[config.mk]
export PLATFORM = sky130hd
export DESIGN_NAME = debug_display_mux
export DESIGN_NICKNAME = d
export VERILOG_FILES = /design/src/rtl/debug_display_mux.sv
export SDC_FILE = /design/constraint.sdc
export NUM_CORES = 1
export LEC_CHECK = 0
export CAP_MARGIN = 15
export CORE_UTILIZATION = 30
export CTS_BUF_LIST = sky130_fd_sc_hd__clkbuf_16
export CTS_CLUSTER_SIZE = 20
export DETAILED_ROUTE_END_ITERATION = 6
export DONT_BUFFER_PORTS = 1
export GPL_ROUTABILITY_DRIVEN = 0
export GPL_TIMING_DRIVEN = 0
export PLACE_DENSITY = 0.5
export SLEW_MARGIN = 20
export SYNTH_ARGS = -nofsm -noshare
export SYNTH_HDL_FRONTEND = slang
export SYNTH_SLANG_ARGS = --single-unit
export TNS_END_PERCENT = 10
[constraint.sdc]
create_clock -name clk -period 3.89 [get_ports clk]
set_clock_uncertainty 0.15 [all_clocks]
set_input_delay 0.778 -clock clk [delete_from_list [all_inputs] [get_ports clk]]
set_output_delay 0.778 -clock clk [all_outputs]
set_load 0.03 [all_outputs]
[src/rtl/debug_display_mux.sv]
// debug_display_mux: multi-channel hex seven-segment monitor.
//   clk, reset      : system clock, asynchronous active-high reset
//   ch_data         : CH_NUM packed DATA_W words, channel k at [k*DATA_W +: DATA_W]
//   btn_next        : debounced level, rising edge steps channel (manual mode)
//   auto_en         : 1 = rotate channel every AUTO_DIV frames
//   freeze          : 1 = hold snapshot and channel, scanning continues
//   ch_idx          : current channel
//   AN / BCD / DP   : active-low anodes, segments {g,f,e,d,c,b,a}, decimal point
module debug_display_mux #(
  parameter int unsigned CH_NUM   = 4,
  parameter int unsigned DATA_W   = 16,
  parameter int unsigned DIGITS   = 4,
  parameter int unsigned SCAN_DIV = 50000,
  parameter int unsigned AUTO_DIV = 200,
  localparam int unsigned SEL_W   = (CH_NUM > 1) ? $clog2(CH_NUM) : 1
) (
  input  logic                     clk,
  input  logic                     reset,
  input  logic [CH_NUM*DATA_W-1:0] ch_data,
  input  logic                     btn_next,
  input  logic                     auto_en,
  input  logic                     freeze,
  output logic [SEL_W-1:0]         ch_idx,
  output logic [DIGITS-1:0]        AN,
  output logic [6:0]               BCD,
  output logic                     DP
);

  localparam int unsigned SCAN_W = $clog2(SCAN_DIV);
  localparam int unsigned DIG_W  = (DIGITS > 1) ? $clog2(DIGITS) : 1;
  localparam int unsigned FRM_W  = (AUTO_DIV > 1) ? $clog2(AUTO_DIV) : 1;
  localparam int unsigned SNAP_W = 4 * DIGITS;

  logic [SCAN_W-1:0] scan_q, scan_d;
  logic [DIG_W-1:0]  digit_q, digit_d;
  logic [FRM_W-1:0]  frame_q, frame_d;
  logic [SEL_W-1:0]  ch_q, ch_d;
  logic [SNAP_W-1:0] snap_q, snap_d;
  logic              btn_q;
  logic              chg_q, chg_d;
  logic [DIGITS-1:0] an_q, an_d;
  logic [6:0]        seg_q, seg_d;
  logic              dp_q, dp_d;

  logic              tick, frame_end, rise, step;
  logic [DATA_W-1:0] sel_word;
  logic [3:0]        nib;

  always_comb begin
    tick      = (scan_q == SCAN_W'(SCAN_DIV - 1));
    frame_end = tick && (digit_q == DIG_W'(DIGITS - 1));
    rise      = btn_next && !btn_q;
    step      = !freeze &&
                (auto_en ? (frame_end && (frame_q == FRM_W'(AUTO_DIV - 1))) : rise);

    scan_d = tick ? '0 : scan_q + 1'b1;

    digit_d = digit_q;
    if (tick) digit_d = (digit_q == DIG_W'(DIGITS - 1)) ? '0 : digit_q + 1'b1;

    frame_d = frame_q;
    if (!auto_en)
      frame_d = '0;
    else if (!freeze && frame_end)
      frame_d = (frame_q == FRM_W'(AUTO_DIV - 1)) ? '0 : frame_q + 1'b1;

    // with CH_NUM=1 the wrap compare is always true, so steps stay at 0
    ch_d = ch_q;
    if (step) ch_d = (ch_q == SEL_W'(CH_NUM - 1)) ? '0 : ch_q + 1'b1;

    // reload of the new channel is deferred one cycle so a coincident
    // frame_end still captures the old channel's word
    chg_d = (ch_d != ch_q);

    sel_word = '0;
    for (int unsigned k = 0; k < CH_NUM; k++)
      if (ch_q == SEL_W'(k)) sel_word = ch_data[k*DATA_W +: DATA_W];

    snap_d = snap_q;
    if (!freeze && (frame_end || chg_q)) snap_d = SNAP_W'(sel_word);

    nib  = '0;
    an_d = '1;
    for (int unsigned i = 0; i < DIGITS; i++) begin
      if (digit_q == DIG_W'(i)) nib = snap_q[4*i +: 4];
      an_d[i] = (digit_q != DIG_W'(i));
    end

    case (nib)
      4'h0:    seg_d = 7'b1000000;
      4'h1:    seg_d = 7'b1111001;
      4'h2:    seg_d = 7'b0100100;
      4'h3:    seg_d = 7'b0110000;
      4'h4:    seg_d = 7'b0011001;
      4'h5:    seg_d = 7'b0010010;
      4'h6:    seg_d = 7'b0000010;
      4'h7:    seg_d = 7'b1111000;
      4'h8:    seg_d = 7'b0000000;
      4'h9:    seg_d = 7'b0010000;
      4'hA:    seg_d = 7'b0001000;
      4'hB:    seg_d = 7'b0000011;
      4'hC:    seg_d = 7'b1000110;
      4'hD:    seg_d = 7'b0100001;
      4'hE:    seg_d = 7'b0000110;
      default: seg_d = 7'b0001110;
    endcase

    // digit_q < DIGITS, so a channel index >= DIGITS never matches
    dp_d = !(32'(digit_q) == 32'(ch_q));
  end

  always_ff @(posedge clk or posedge reset) begin
    if (reset) begin
      scan_q  <= '0;
      digit_q <= '0;
      frame_q <= '0;
      ch_q    <= '0;
      snap_q  <= '0;
      btn_q   <= 1'b0;
      chg_q   <= 1'b0;
      an_q    <= '1;
      seg_q   <= '1;
      dp_q    <= 1'b1;
    end else begin
      scan_q  <= scan_d;
      digit_q <= digit_d;
      frame_q <= frame_d;
      ch_q    <= ch_d;
      snap_q  <= snap_d;
      btn_q   <= btn_next;
      chg_q   <= chg_d;
      an_q    <= an_d;
      seg_q   <= seg_d;
      dp_q    <= dp_d;
    end
  end

  assign ch_idx = ch_q;
  assign AN     = an_q;
  assign BCD    = seg_q;
  assign DP     = dp_q;

endmodule

==> results of run 1 <==
[cells in the final DEF, fill, tap and decap left out, drive strengths merged, types with 6 or more instances in the layout]
cell,count
dfrtp,46
nor2,38
a21oi,33
clkbuf,24
nand2,23
nor3,19
nor2b,18
inv,17
ha,16
a221oi,15
dfstp,12
xor2,12
nand3,11
mux2i,9
and3,7
buf,7
o21ai,6
[metrics by stage]
stage          instance area (µm²)  hold WS [ps]  instances  setup WS [ps]  util, %
5_1_grt                       3870          98.7        520            785     35.5
3_3_place_gp                  3550           286        503            809     32.6
4_1_cts                       3870          92.1        520           1060     35.5
2_1_floorplan                 3380           274        363           1550        -
6_report                      3870           100        520           1060     35.5
3_5_place_dp                  3580           298        504           1070     32.9
[power by group]
part	switching, µW	leakage (µW)	total (µW)	internal, µW
clock network	266	0.000140	752	486
logic	544	0.000774	956	413
registers	194	0.000706	964	770
total	1000	0.00162	2670	1670
[cell type report]
type,count,share of cell area [%]
inverter,17,1.71
timing repair buffer,1,0.712
clock buffer,9,5.82
buffer,21,2.43
sequential,58,37.9
tap,140,4.53
multi-input combinational,267,45.3
clock inverter,7,1.55
[worst reg2reg max path, delay by kind of cell, from the launching register on]
kind	cells	cell delay (ps)
AO/OA/AOI/OAI	3	380
flip-flops	1	660
adder cells (fa/ha/maj)	1	200
buffers and inverters	3	720
AND/OR/NAND/NOR	2	650
[cell families after synthesis]
logic type,synth area share (%)
AOI/OAI and AO/OA,15.6
xor gates and xnor gates,4.41
adders and majority gates,5.93
buffers and inverters,4.67
DFF,43.4
muxes,3.67
and+or+nand+nor,22.3
[metal layers]
layer  up-vias  share of wire [%]  GRT usage, %
met3        11                5.4          3.56
met1      1232                 47          18.1
met4         0                1.9          6.56
met2        96                 45          22.8
li1       1317                  -             -
met5         -                  0             0
[worst paths after layout]
check	startpoint	to	slack, ps	cells after the start
worst max-delay path	ch_idx[1]	snap_q[7]	1060	9
worst min register to register	scan_q[0]	scan_q[0]	310	1
min in group clk	scan_q[0]	scan_q[0]	310	1
max in group asynchronous	reset	DP	2950	2
worst max register to register	ch_idx[1]	snap_q[7]	1060	9
worst min-delay path	reset	snap_q[9]	100	1
[state kept, by name (all words and copies together) (netlist names)]
register and flops:
chg_q 1, btn_q 1, digit_q 2, snap_q 16
BCD 7, AN 4, scan_q 16, ch_idx 2
frame_q 8, DP 1
==> results.py, run 1 <==
metrics = {
    "clock_network": {
        "clockBufferDepth": 2,
        "clk_pin_slew_worst_paths_ps": 50,
        "htreeDepth": 3,
        "cts_buffers": 9,
        "cts_hold_repair.buffers": 0,
        "post_cts_buffers": 0,
        "ctsResizeCount": 0,
        "clock-sinks": 58,
        "insertion_delay_ps": 320,
        "cts_tree": "yes",
        "cts_root_buf": "clkbuf_16",
    },
    "logic_synthesis": {
        "synth_commonest_cells": "dfrtp_1, nor2_1, a21oi_1",
        "post_synth_instance_area_mm2": 0.00338,
        "syn_nets": 448,
        "synth_top_cell_area_share_pct": 34.1,
        "seq_area_frac_synth_pct": 43.4,
        "synth_most_common_cell": "dfrtp_1",
        "synthCells": 363,
        "async_flop_share_pct": 100,
        "synthTopCellsByArea": "dfrtp_1, dfstp_2, ha_1",
        "synthFlopType": "dfrtp_1",
        "yosysTopAreaCell": "dfrtp_1",
        "syn_avg_cell_area_um2": 9.31,
        "synth_warnings": 0,
        "ys_ff_latch": 58,
        "yosysUniqueCellTypes": 50,
        "synth-edff-count": 0,
    },
    "worst_setup_path": {
        "end_kind": "flop",
        "slowest_delay_ps": 660,
        "path_buf_inv": 3,
        "path_max_fanout": 10,
        "required_ps": 3990,
        "critPathLaunchType": "flop",
        "arrival_ps": 2930,
        "critPathTopFamily": "buffers and inverters",
        "path_cells": "inv_1 > ha_1 > clkbuf_1 > nor2b_1 > clkbuf_1 > a221oi_1 > nor3_1 > a21oi_1 > a21oi_1",
        "path_class": "reg2reg",
        "cp_slowest_cell": "dfrtp_1",
    },
    "die": {
        "ioPinCount": 83,
        "die_h_um": 108,
        "core_area_mm2": 0.0109,
        "die_w_um": 108,
        "die-area_mm2": 0.0117,
        "start_util_pct": 31.0,
        "rows": 38,
    },
    "final_layout": {
        "multiInputGateArea_mm2": 0.00175,
        "drive_gt1_share_pct": 11.6,
        "fill_cells": 1097,
        "area_delta_synth_final_pct": 14.5,
        "antenna_cells": 0,
        "regArea_mm2": 0.00147,
        "final_nets": 460,
    },
    "global_route": {
        "grt_max_degree": 46,
        "grt_overflow": 0,
        "grt_usage_pct": 14.3,
        "grt_pass1_wl_mm": 12.8,
        "antenna_found_initial": 0,
        "grt_pass1_vias": 2664,
    },
    "route": {
        "final_antenna_net_count": 0,
        "post-route-drc-count": 0,
        "drt-total-wl_mm": 7.74,
        "wl_per_cell_um": 14.9,
        "drtPass1Iterations": 6,
        "viasPerCell": 5.11,
        "drt_iter0_markers": 125,
        "vias": 2656,
    },
    "power": {
        "vdd_drop_max_mv": 0.335,
        "power.leakage_uw": 0.00162,
        "totalPowerFinal_uw": 2670,
        "powerDensity_mw_per_mm2": 691,
    },
    "timing": {
        "fin_tns_setup_ps": 0,
        "slew_headroom_pct": 51.3,
        "setup_viol": 0,
        "period_needed_ps": 2830,
        "slew_viol_final": 0,
        "max_freq_mhz": 354,
        "finalCritPeriodShare_pct": 72.7,
        "rsz0062_at_grt": "false",
        "tightest_slew_ps": 721,
        "finalHoldViolations": 0,
    },
    "place": {
        "io_buffer_count": 0,
        "hpwl_mm": 5.79,
    },
    "hold_path": {
        "hold_class": "in2async",
    },
    "run": {
        "cap_violations": 0,
    },
    "outcome": {
        "status": "finished clean",
    },
}
No activity file was read; power rests on OpenSTA's default activity.
==> run 2, diff against run 1 <==
Settings changed: PLACE_DENSITY 0.5 to 0.51.
Clock period 3.89 ns to 2.41 ns, I/O delays scaled along.
==> run 2 against run 1 <==
Effect of this change:
- total power is 58% higher
- clock power increased by 44%
- final area increased by 1.1%
- sequential share of layout area fell by 0.35 points
- count of clock-buffer cells in the layout did not move
- setup slack lost 980 ps
- maximum frequency up 21%
- highest routed layer unchanged
==> results.py, run 2 (synthesis gave the netlist of run 1 again) <==
metrics = {
    "timing": {
        "finalCritPeriodShare_pct": 96.7,
        "tightest_slew_ps": 530,
        "finalHoldViolations": 0,
        "slew_headroom_pct": 64.1,
        "period_needed_ps": 2330,
        "slew_viol_final": 0,
        "max_freq_mhz": 429,
        "rsz0062_at_grt": "true",
        "setup_viol": 0,
    },
    "die": {
        "die-area_mm2": 0.0117,
        "start_util_pct": 31.0,
        "die_w_um": 108,
        "ioPinCount": 83,
        "core_area_mm2": 0.0109,
        "rows": 38,
        "die_h_um": 108,
    },
    "final_layout": {
        "reg_top3": "scan_q (16), snap_q (16), frame_q (8)",
        "final_nets": 462,
        "antenna_cells": 0,
        "final_cell_mix": "dfrtp_1, nor2_1, a21oi_1",
        "drive_gt1_share_pct": 15.4,
        "area_delta_synth_final_pct": 15.8,
        "final_common_cell": "dfrtp_1",
        "stdcell_area_mm2": 0.00391,
    },
    "worst_setup_path": {
        "arrival_ps": 2430,
        "slowest_delay_ps": 430,
        "critPathLaunchType": "flop",
        "path_max_fanout": 9,
        "required_ps": 2510,
        "end_kind": "flop",
        "path_class": "reg2reg",
        "path_buf_inv": 1,
        "path_cells": "ha_1 > clkbuf_2 > nor2_1 > o211ai_1 > nand2_2 > ha_1 > mux2_2 > mux2i_1",
        "cpMostUsedCell": "ha_1",
        "cp_slowest_cell": "dfrtp_1",
        "critPathTopFamily": "adder cells",
    },
    "global_route": {
        "grt_max_degree": 53,
        "grt_pass1_wl_mm": 12.8,
        "grt_usage_pct": 14.3,
        "grt_overflow": 0,
        "antenna_found_initial": 0,
        "grt_pass1_vias": 2619,
    },
    "clock_network": {
        "cts_tree": "yes",
        "cts_root_buf": "clkbuf_16",
        "clk_pin_slew_worst_paths_ps": 50,
        "insertion_delay_ps": 320,
        "htreeDepth": 3,
        "clock-sinks": 58,
        "cts_buffers": 9,
        "clockBufferDepth": 2,
    },
    "route": {
        "final_antenna_net_count": 0,
        "post-route-drc-count": 0,
        "drtPass1Iterations": 5,
        "vias": 2651,
        "drt-total-wl_mm": 7.71,
        "drt_iter0_markers": 104,
        "wl_per_cell_um": 14.8,
        "viasPerCell": 5.08,
    },
    "power": {
        "powerDensity_mw_per_mm2": 1080,
        "pwr-share-seq_pct": 36.8,
        "vdd_drop_max_mv": 0.564,
        "totalPowerFinal_uw": 4230,
        "p_int_uw": 2630,
        "pwr-share-comb_pct": 37.5,
        "swShare_pct": 37.8,
        "p_sw_uw": 1600,
        "power.leakage_uw": 0.00166,
        "p_clk_share_pct": 25.7,
    },
    "outcome": {
        "status": "finished clean",
    },
    "hold_path": {
        "hold_class": "in2reg",
    },
    "place": {
        "hpwl_mm": 5.82,
        "io_buffer_count": 0,
        "post_dp_cell_area_mm2": 0.00358,
    },
    "run": {
        "cap_violations": 0,
    },
}
==> run 2: what timing repair did <==
action | CTS | global route
resized for setup | 7 | 14
pin swaps | 0 | 1
endpoints found under the hold margin | 6 | 0
hold buffers | 1 | 0
buffers inserted | 0 | 2
endpoints found under the setup margin | 15 | 24
==> run 2: worst paths after layout <==
kind | start | to | slack, ps | depth (start not counted)
max | digit_q[0] | BCD[3] | 80 | 8
max in group asynchronous | reset | AN[3] | 1220 | 3
min reg2reg | scan_q[0] | scan_q[0] | 310 | 1
min | btn_next | btn_q | 40 | 0
max reg2reg | digit_q[0] | BCD[3] | 80 | 8
min in group asynchronous | reset | BCD[2] | 570 | 2
==> run 2: layout make-up <==
class,instances,area (µm²)
Buffer,20,93.8
Clock buffer,9,225
Clock inverter,7,30.0
Fill cell,1110,6980
Inverter,17,66.3
Multi-Input combinational cell,267,1800
Sequential cell,58,1470
Tap cell,140,175
Timing Repair Buffer,4,52.6
==> run 2: power groups by stage <==
stage	registers (µW)	clock network (µW)	logic, µW
detailed placement	1570	0	1540
global route	1590	1150	1820
global placement	1570	0	1510
floorplan	1510	0	1230
finish	1560	1080	1590
CTS	1560	1120	1570
==> run 2: metrics by stage <==
step / hold WS, ps / cells / setup WS (ps) / setup TNS, ps / utilization, %
after floorplan: 274 / 363 / 83.6 / 0 / -
after CTS: 30.0 / 521 / -12.0 / -12.0 / 35.5
after global placement: 286 / 503 / -377 / -20000 / 32.6
final: 41.6 / 522 / 78.6 / 0 / 35.9
after global routing: 28.3 / 522 / -78.2 / -249 / 35.9
after detailed placement: 295 / 504 / -377 / -3520 / 32.9
==> run 2: metal layers <==
layer	vias up	GRT usage, %	wire, µm
li1	1311	-	-
met3	8	3.32	412
met2	93	23.7	3710
met5	-	0	0
met4	0	5.87	108
met1	1239	17.8	3480
==> run 3, diff against run 2 <==
Settings changed: ABC_CLOCK_PERIOD_IN_PS set to 2410.
==> results of run 3 <==
No change in the layout: final DEF, timing and power equal those of run 2.
==> edit 1 (config.mk and constraints of run 2) <==
`DATA_W`: 16 -> 12.
--- a/src/rtl/debug_display_mux.sv
+++ b/src/rtl/debug_display_mux.sv
@@ -8,7 +8,7 @@
 //   AN / BCD / DP   : active-low anodes, segments {g,f,e,d,c,b,a}, decimal point
 module debug_display_mux #(
   parameter int unsigned CH_NUM   = 4,
-  parameter int unsigned DATA_W   = 16,
+  parameter int unsigned DATA_W   = 12,
   parameter int unsigned DIGITS   = 4,
   parameter int unsigned SCAN_DIV = 50000,
   parameter int unsigned AUTO_DIV = 200,
Interface: changed (resized ch_data); port bits go from 83 to 67. The function was not compared with the original's and may differ.
==> edit 1 against run 2 <==
- sequential share of layout area rose by 0.97 points
- wire length fell by 6.9%
- total power fell by 19%
- cell area fell by 9.1%
- sequential cell count fell by 4
- count of clock-buffer cells in the layout fell by 4
- area after synthesis fell by 5.7%
- setup slack improved by 60 ps
- largest cell class unchanged
- highest routed layer unchanged
==> edit 1: results (changes against run 2) <==
Run status: complete, no violations (unchanged). The largest driver fanout on the critical path is 10 (was 9). The number of global-route vias before repair is 2315 (was 2619). The final wirelength is 7180 um (was 7710 um). The synthesis warning total came out at 0 (unchanged). Top cells by area in the synthesized netlist: sky130_fd_sc_hd__dfrtp_1, sky130_fd_sc_hd__dfstp_2, sky130_fd_sc_hd__ha_1 (unchanged). The deepest level of the CTS H-tree came to 2 (was 3). The worst supply voltage drop on vdd is 0.000616 V (was 0.000564 V). Top cells by instance count after synthesis: sky130_fd_sc_hd__dfrtp_1, sky130_fd_sc_hd__nand2_1, sky130_fd_sc_hd__inv_1, sky130_fd_sc_hd__ha_1 (was sky130_fd_sc_hd__dfrtp_1, sky130_fd_sc_hd__nor2_1, sky130_fd_sc_hd__a21oi_1, sky130_fd_sc_hd__nand2_1, sky130_fd_sc_hd__nor3_1).

The wire length of the first global-routing pass is 11900 um (was 12800 um). The internal power contribution is 2.11 mW (was 2.63 mW). The average vias per placed instance came out at 5.19 (was 5.08). Regs by FF count: scan_q (16), snap_q (12), frame_q (8) (was scan_q (16), snap_q (16), frame_q (8)).

The fraction of synthesized cell area taken by the top area cell type is 0.330 (was 0.341). The detailed-routing iteration count for the pre-antenna-repair pass is 4 (was 5). The arrival time of the worst setup path is 2330 ps (was 2430 ps). The leakage dissipation is 1.43 nW (was 1.66 nW). The number of buffers created by CTS is 5 (was 9). The clock-pin slew reported for the worst setup and hold paths after clock tree synthesis is 70 ps (was 50 ps).

The placement-stage worst setup slack came out at -424 ps (was -377 ps). The final layout net count is 384 (was 462). The largest net degree at the start of global routing came out at 55 (was 53). The sequential group power came out at 1.40 mW (was 1.56 mW).

The average instance area after synthesis came out at 10.4 um2 (was 9.31 um2). The count of unique library cells instantiated by Yosys is 51 (was 50). The capture point of the worst reg-to-reg path is BCD[4] (was BCD[3]). The worst-margin pin slew is 657 ps (was 530 ps). The category of cells accounting for the largest share of critical-path delay is compound AO/OA/AOI/OAI gates (was adder cells). The half-perimeter wire length after placement came out at 5190 um (was 5820 um). The clock latency of the later-clocked register in the worst-skew pair came out at 290 ps (was 320 ps).

The startpoint of the most critical register-to-register path is digit_q[0] (unchanged). The sequential cell area fraction in the yosys report is 0.429 (was 0.434). The power of the combinational group came out at 1.32 mW (was 1.59 mW). The overall routing resource usage came out at 0.135 (was 0.143). The fraction of final layout cells sized beyond drive strength 1 came to 0.212 (was 0.154). The detailed router's first-iteration violation count came out at 117 (was 104).

The path type of the worst setup path is reg2reg (unchanged). The type of the worst min-delay path was in2async (was in2reg). The setup slack on the worst flop-to-flop path is 140 ps (was 80 ps).

The top achievable clock speed came out at 0.440 GHz (was 0.429 GHz).
## edit 1: cell types whose count changed in the layout (fill, tap and decap cells not counted), moves of 5 or more
cell / delta
sky130_fd_sc_hd__mux2_2: +10
sky130_fd_sc_hd__a21oi_1: -27
sky130_fd_sc_hd__o31ai_1: +12
sky130_fd_sc_hd__nor3_1: -18
sky130_fd_sc_hd__nand4_1: +5
sky130_fd_sc_hd__nor2_1: -26
## edit 1: metal layers
layer | vias to the layer above | part of all wire | global-route usage | wire length, um
li1 | 1142 | - | - | -
met1 | 1117 | 0.51 | 0.193 | 3630
met2 | 73 | 0.43 | 0.199 | 3080
met3 | 13 | 0.044 | 0.0250 | 317
met4 | 0 | 0.020 | 0.0584 | 144
met5 | - | 0 | 0 | 0
## edit 1: per-stage QoR
stage          TNS [ps]  cell area [um2]  total power [mW]  utilization  instances
2_1_floorplan         0             3180              2.37            -        307
3_3_place_gp     -10830             3350              2.65        0.325        443
3_5_place_dp      -2760             3360              2.68        0.325        443
4_1_cts               0             3520              3.41        0.341        451
5_1_grt               0             3550              3.65        0.344        452
6_report              0             3550              3.41        0.344        452
## edit 1: cells by family (layout without fill, tap and decap cells)
family | Yosys count | after routing | share of synthesized area
DFF | 54 | 54 | 0.429
muxes | 22 | 22 | 0.0743
adders and majority gates | 16 | 16 | 0.0629
and+or+nand+nor | 100 | 100 | 0.188
AOI/OAI and AO/OA | 64 | 64 | 0.154
buffers and inverters | 35 | 44 | 0.0479
xor gates and xnor gates | 16 | 16 | 0.0440
## edit 1: timing repair
action | in CTS | in global routing
pin swaps | 1 | 1
hold buffers | 0 | 0
gates cloned | 0 | 0
buffers inserted | 0 | 1
setup endpoints to repair | 17 | 21
resized for setup | 5 | 11
## edit 1: worst register-to-register path, cell delays in order, from the launching register on
cell                      delay, ps
sky130_fd_sc_hd__dfrtp_1        440
sky130_fd_sc_hd__inv_2          110
sky130_fd_sc_hd__ha_1           150
sky130_fd_sc_hd__buf_4          180
sky130_fd_sc_hd__a21oi_1         60
sky130_fd_sc_hd__a221o_2        430
sky130_fd_sc_hd__ha_1           190
sky130_fd_sc_hd__or3_1          360
sky130_fd_sc_hd__o21ai_1        110
## edit 1: layout make-up
cell class                      count  area, um2
Buffer                             14       77.6
Clock buffer                        5        125
Clock inverter                      3       12.5
Fill cell                        1058       6770
Inverter                           21       81.3
Multi-Input combinational cell    218       1710
Sequential cell                    54       1370
Tap cell                          136        170
Timing Repair Buffer                1       7.51
## edit 1: how the worst min path moves through the flow
stage	slack, ps	from	endpoint
2_1_floorplan	290	scan_q[15]	scan_q[15]
3_3_place_gp	320	scan_q[15]	scan_q[15]
3_5_place_dp	320	scan_q[15]	scan_q[15]
4_1_cts	50	reset	scan_q[6]
5_1_grt	60	btn_next	btn_q
6_report	20	reset	scan_q[6]
==> edit 2 (flow settings as in run 2) <==
Made on the original files. Put one more register stage on the output `AN`, cleared by the reset. The value now appears one clock later. The other outputs are not delayed to match.
--- a/src/rtl/debug_display_mux.sv
+++ b/src/rtl/debug_display_mux.sv
@@ -136,7 +136,13 @@
   end
 
   assign ch_idx = ch_q;
-  assign AN     = an_q;
+  always_ff @(posedge clk or posedge reset) begin
+    if (reset) begin
+      AN <= '0;
+    end else begin
+      AN <= an_q;
+    end
+  end
   assign BCD    = seg_q;
   assign DP     = dp_q;
 
Formal check against the unedited RTL: not equivalent (Yosys sat finds a counterexample within 4 cycles, from zero or initial values and one cycle with reset high).
==> edit 2 against run 2 <==
- area after synthesis grew 1.5%
- worst hold slack lost 5.4 ps
- wire length shrank 0.87%
- total power grew 6.5%
- cell area grew 1.6%
- sequential cell count grew 4
- critical path depth is the same
- sequential share of layout area grew 2.0 points
- die area grew 1.5%
- setup slack gained 50 ps
- largest cell class unchanged
- largest power group is now registers
==> edit 2: results (changes against run 2) <==
The number of global-route vias before repair came out at 2672 (was 2619). The arrival time of the worst setup path is 2380 ps (was 2430 ps). The wire length of the first global-routing pass is 12800 um (about the same). The tightest hold margin came out at 36.3 ps (was 41.6 ps). The leakage dissipation is 1.70 nW (was 1.66 nW).

The detailed-routing iteration count for the pre-antenna-repair pass is 4 (was 5). The half-perimeter wire length after placement is 5710 um (was 5820 um). The fraction of final layout cells sized beyond drive strength 1 came out at 0.140 (was 0.154).

The sequential cell area fraction in the yosys report came out at 0.457 (was 0.434). The largest net degree at the start of global routing was 47 (was 53). The worst relative slew slack came out at 0.483 (was 0.641). The setup slack on the worst flop-to-flop path is 130 ps (was 80 ps). The count of unique library cells instantiated by Yosys was 47 (was 50). The type of the worst min-delay path was in2reg (unchanged). The placed cell count came out at 495 (was 504). The post-synthesis share of cell area spent on full adders, half adders and majority gates came out at 0.0584 (was 0.0593). The average vias per placed instance came out at 4.98 (was 5.08).

The average instance area after synthesis was 9.69 um2 (was 9.31 um2). Top cells by instance count after synthesis: sky130_fd_sc_hd__dfrtp_1, sky130_fd_sc_hd__a21oi_1, sky130_fd_sc_hd__nor2_1, sky130_fd_sc_hd__nor2b_1, sky130_fd_sc_hd__nor3_1 (was sky130_fd_sc_hd__dfrtp_1, sky130_fd_sc_hd__nor2_1, sky130_fd_sc_hd__a21oi_1, sky130_fd_sc_hd__nand2_1, sky130_fd_sc_hd__nor3_1). The final wirelength came out at 7640 um (was 7710 um). The worst supply voltage drop on vdd is 0.000515 V (was 0.000564 V). The cell area reported after detailed placement is 3630 um2 (was 3580 um2).

The post-synthesis compound-gate area fraction was 0.148 (was 0.156). The largest driver fanout on the critical path came out at 10 (was 9). The post-synthesis xor/xnor area fraction is 0.0485 (was 0.0441). The overall routing resource usage came out at 0.141 (was 0.143). Run status: complete, no violations (unchanged). The synthesized netlist net count came out at 439 (was 448). The capture point of the worst reg-to-reg path is BCD[2] (was BCD[3]). Top cells by area in the synthesized netlist: sky130_fd_sc_hd__dfrtp_1, sky130_fd_sc_hd__dfstp_2, sky130_fd_sc_hd__ha_1 (unchanged). The detailed router's first-iteration violation count came out at 98 (was 104). The placement-stage worst setup slack is -235 ps (was -377 ps).
[edit 2: per-layer routing]
| metal | GRT usage | up-vias | part of all wire |
|---|---|---|---|
| li1 | - | 1275 | - |
| met1 | 0.185 | 1167 | 0.48 |
| met2 | 0.224 | 91 | 0.45 |
| met3 | 0.0245 | 11 | 0.051 |
| met4 | 0.0695 | 0 | 0.017 |
| met5 | 0 | - | 0 |
[edit 2: what timing repair did]
action	CTS	global route
hold buffers	1	0
cloned	0	0
endpoints found under the hold margin	9	0
endpoints found under the setup margin	12	18
gates resized for setup	3	13
[edit 2: where the power goes]
part	switching, mW	internal (mW)
Sequential	0.301	1.31
Combinational	0.874	0.682
Clock	0.446	0.888
Total	1.62	2.88
[edit 2: worst max-delay path, cell delays in order, from the launching register on]
cell and delay, ps:
sky130_fd_sc_hd__dfrtp_2 430, sky130_fd_sc_hd__inv_1 130, sky130_fd_sc_hd__ha_1 240, sky130_fd_sc_hd__nor2b_1 200
sky130_fd_sc_hd__a22oi_1 110, sky130_fd_sc_hd__a211o_1 380, sky130_fd_sc_hd__clkbuf_2 220, sky130_fd_sc_hd__nand2b_1 170
sky130_fd_sc_hd__o21ai_0 170
[edit 2: worst max path at each step]
stage | from | end | slack [ps]
2_1_floorplan | ch_idx[1] | snap_q[0] | 180
3_3_place_gp | reset | snap_q[4] | -480
3_5_place_dp | ch_idx[1] | snap_q[15] | -230
4_1_cts | digit_q[0] | BCD[0] | -8
5_1_grt | digit_q[0] | BCD[2] | 4
6_report | digit_q[0] | BCD[2] | 130
[edit 2: final cells by class]
type | instances | area [um2]
Buffer | 16 | 71.3
Clock buffer | 9 | 225
Clock inverter | 7 | 80.1
Fill cell | 1115 | 7010
Inverter | 15 | 58.8
Multi-Input combinational cell | 260 | 1760
Sequential cell | 62 | 1570
Tap cell | 140 | 175
Timing Repair Buffer | 2 | 37.5
[edit 2: kinds of logic (layout without fill, tap and decap cells)]
group                    Yosys count  after routing
flip-flops                        62             62
buffers and inverters             32             49
AND/OR/NAND/NOR                  135            135
XOR/XNOR                          19             19
AO/OA/AOI/OAI                     79             79
multiplexers                      11             11
adder cells (fa/ha/maj)           16             16
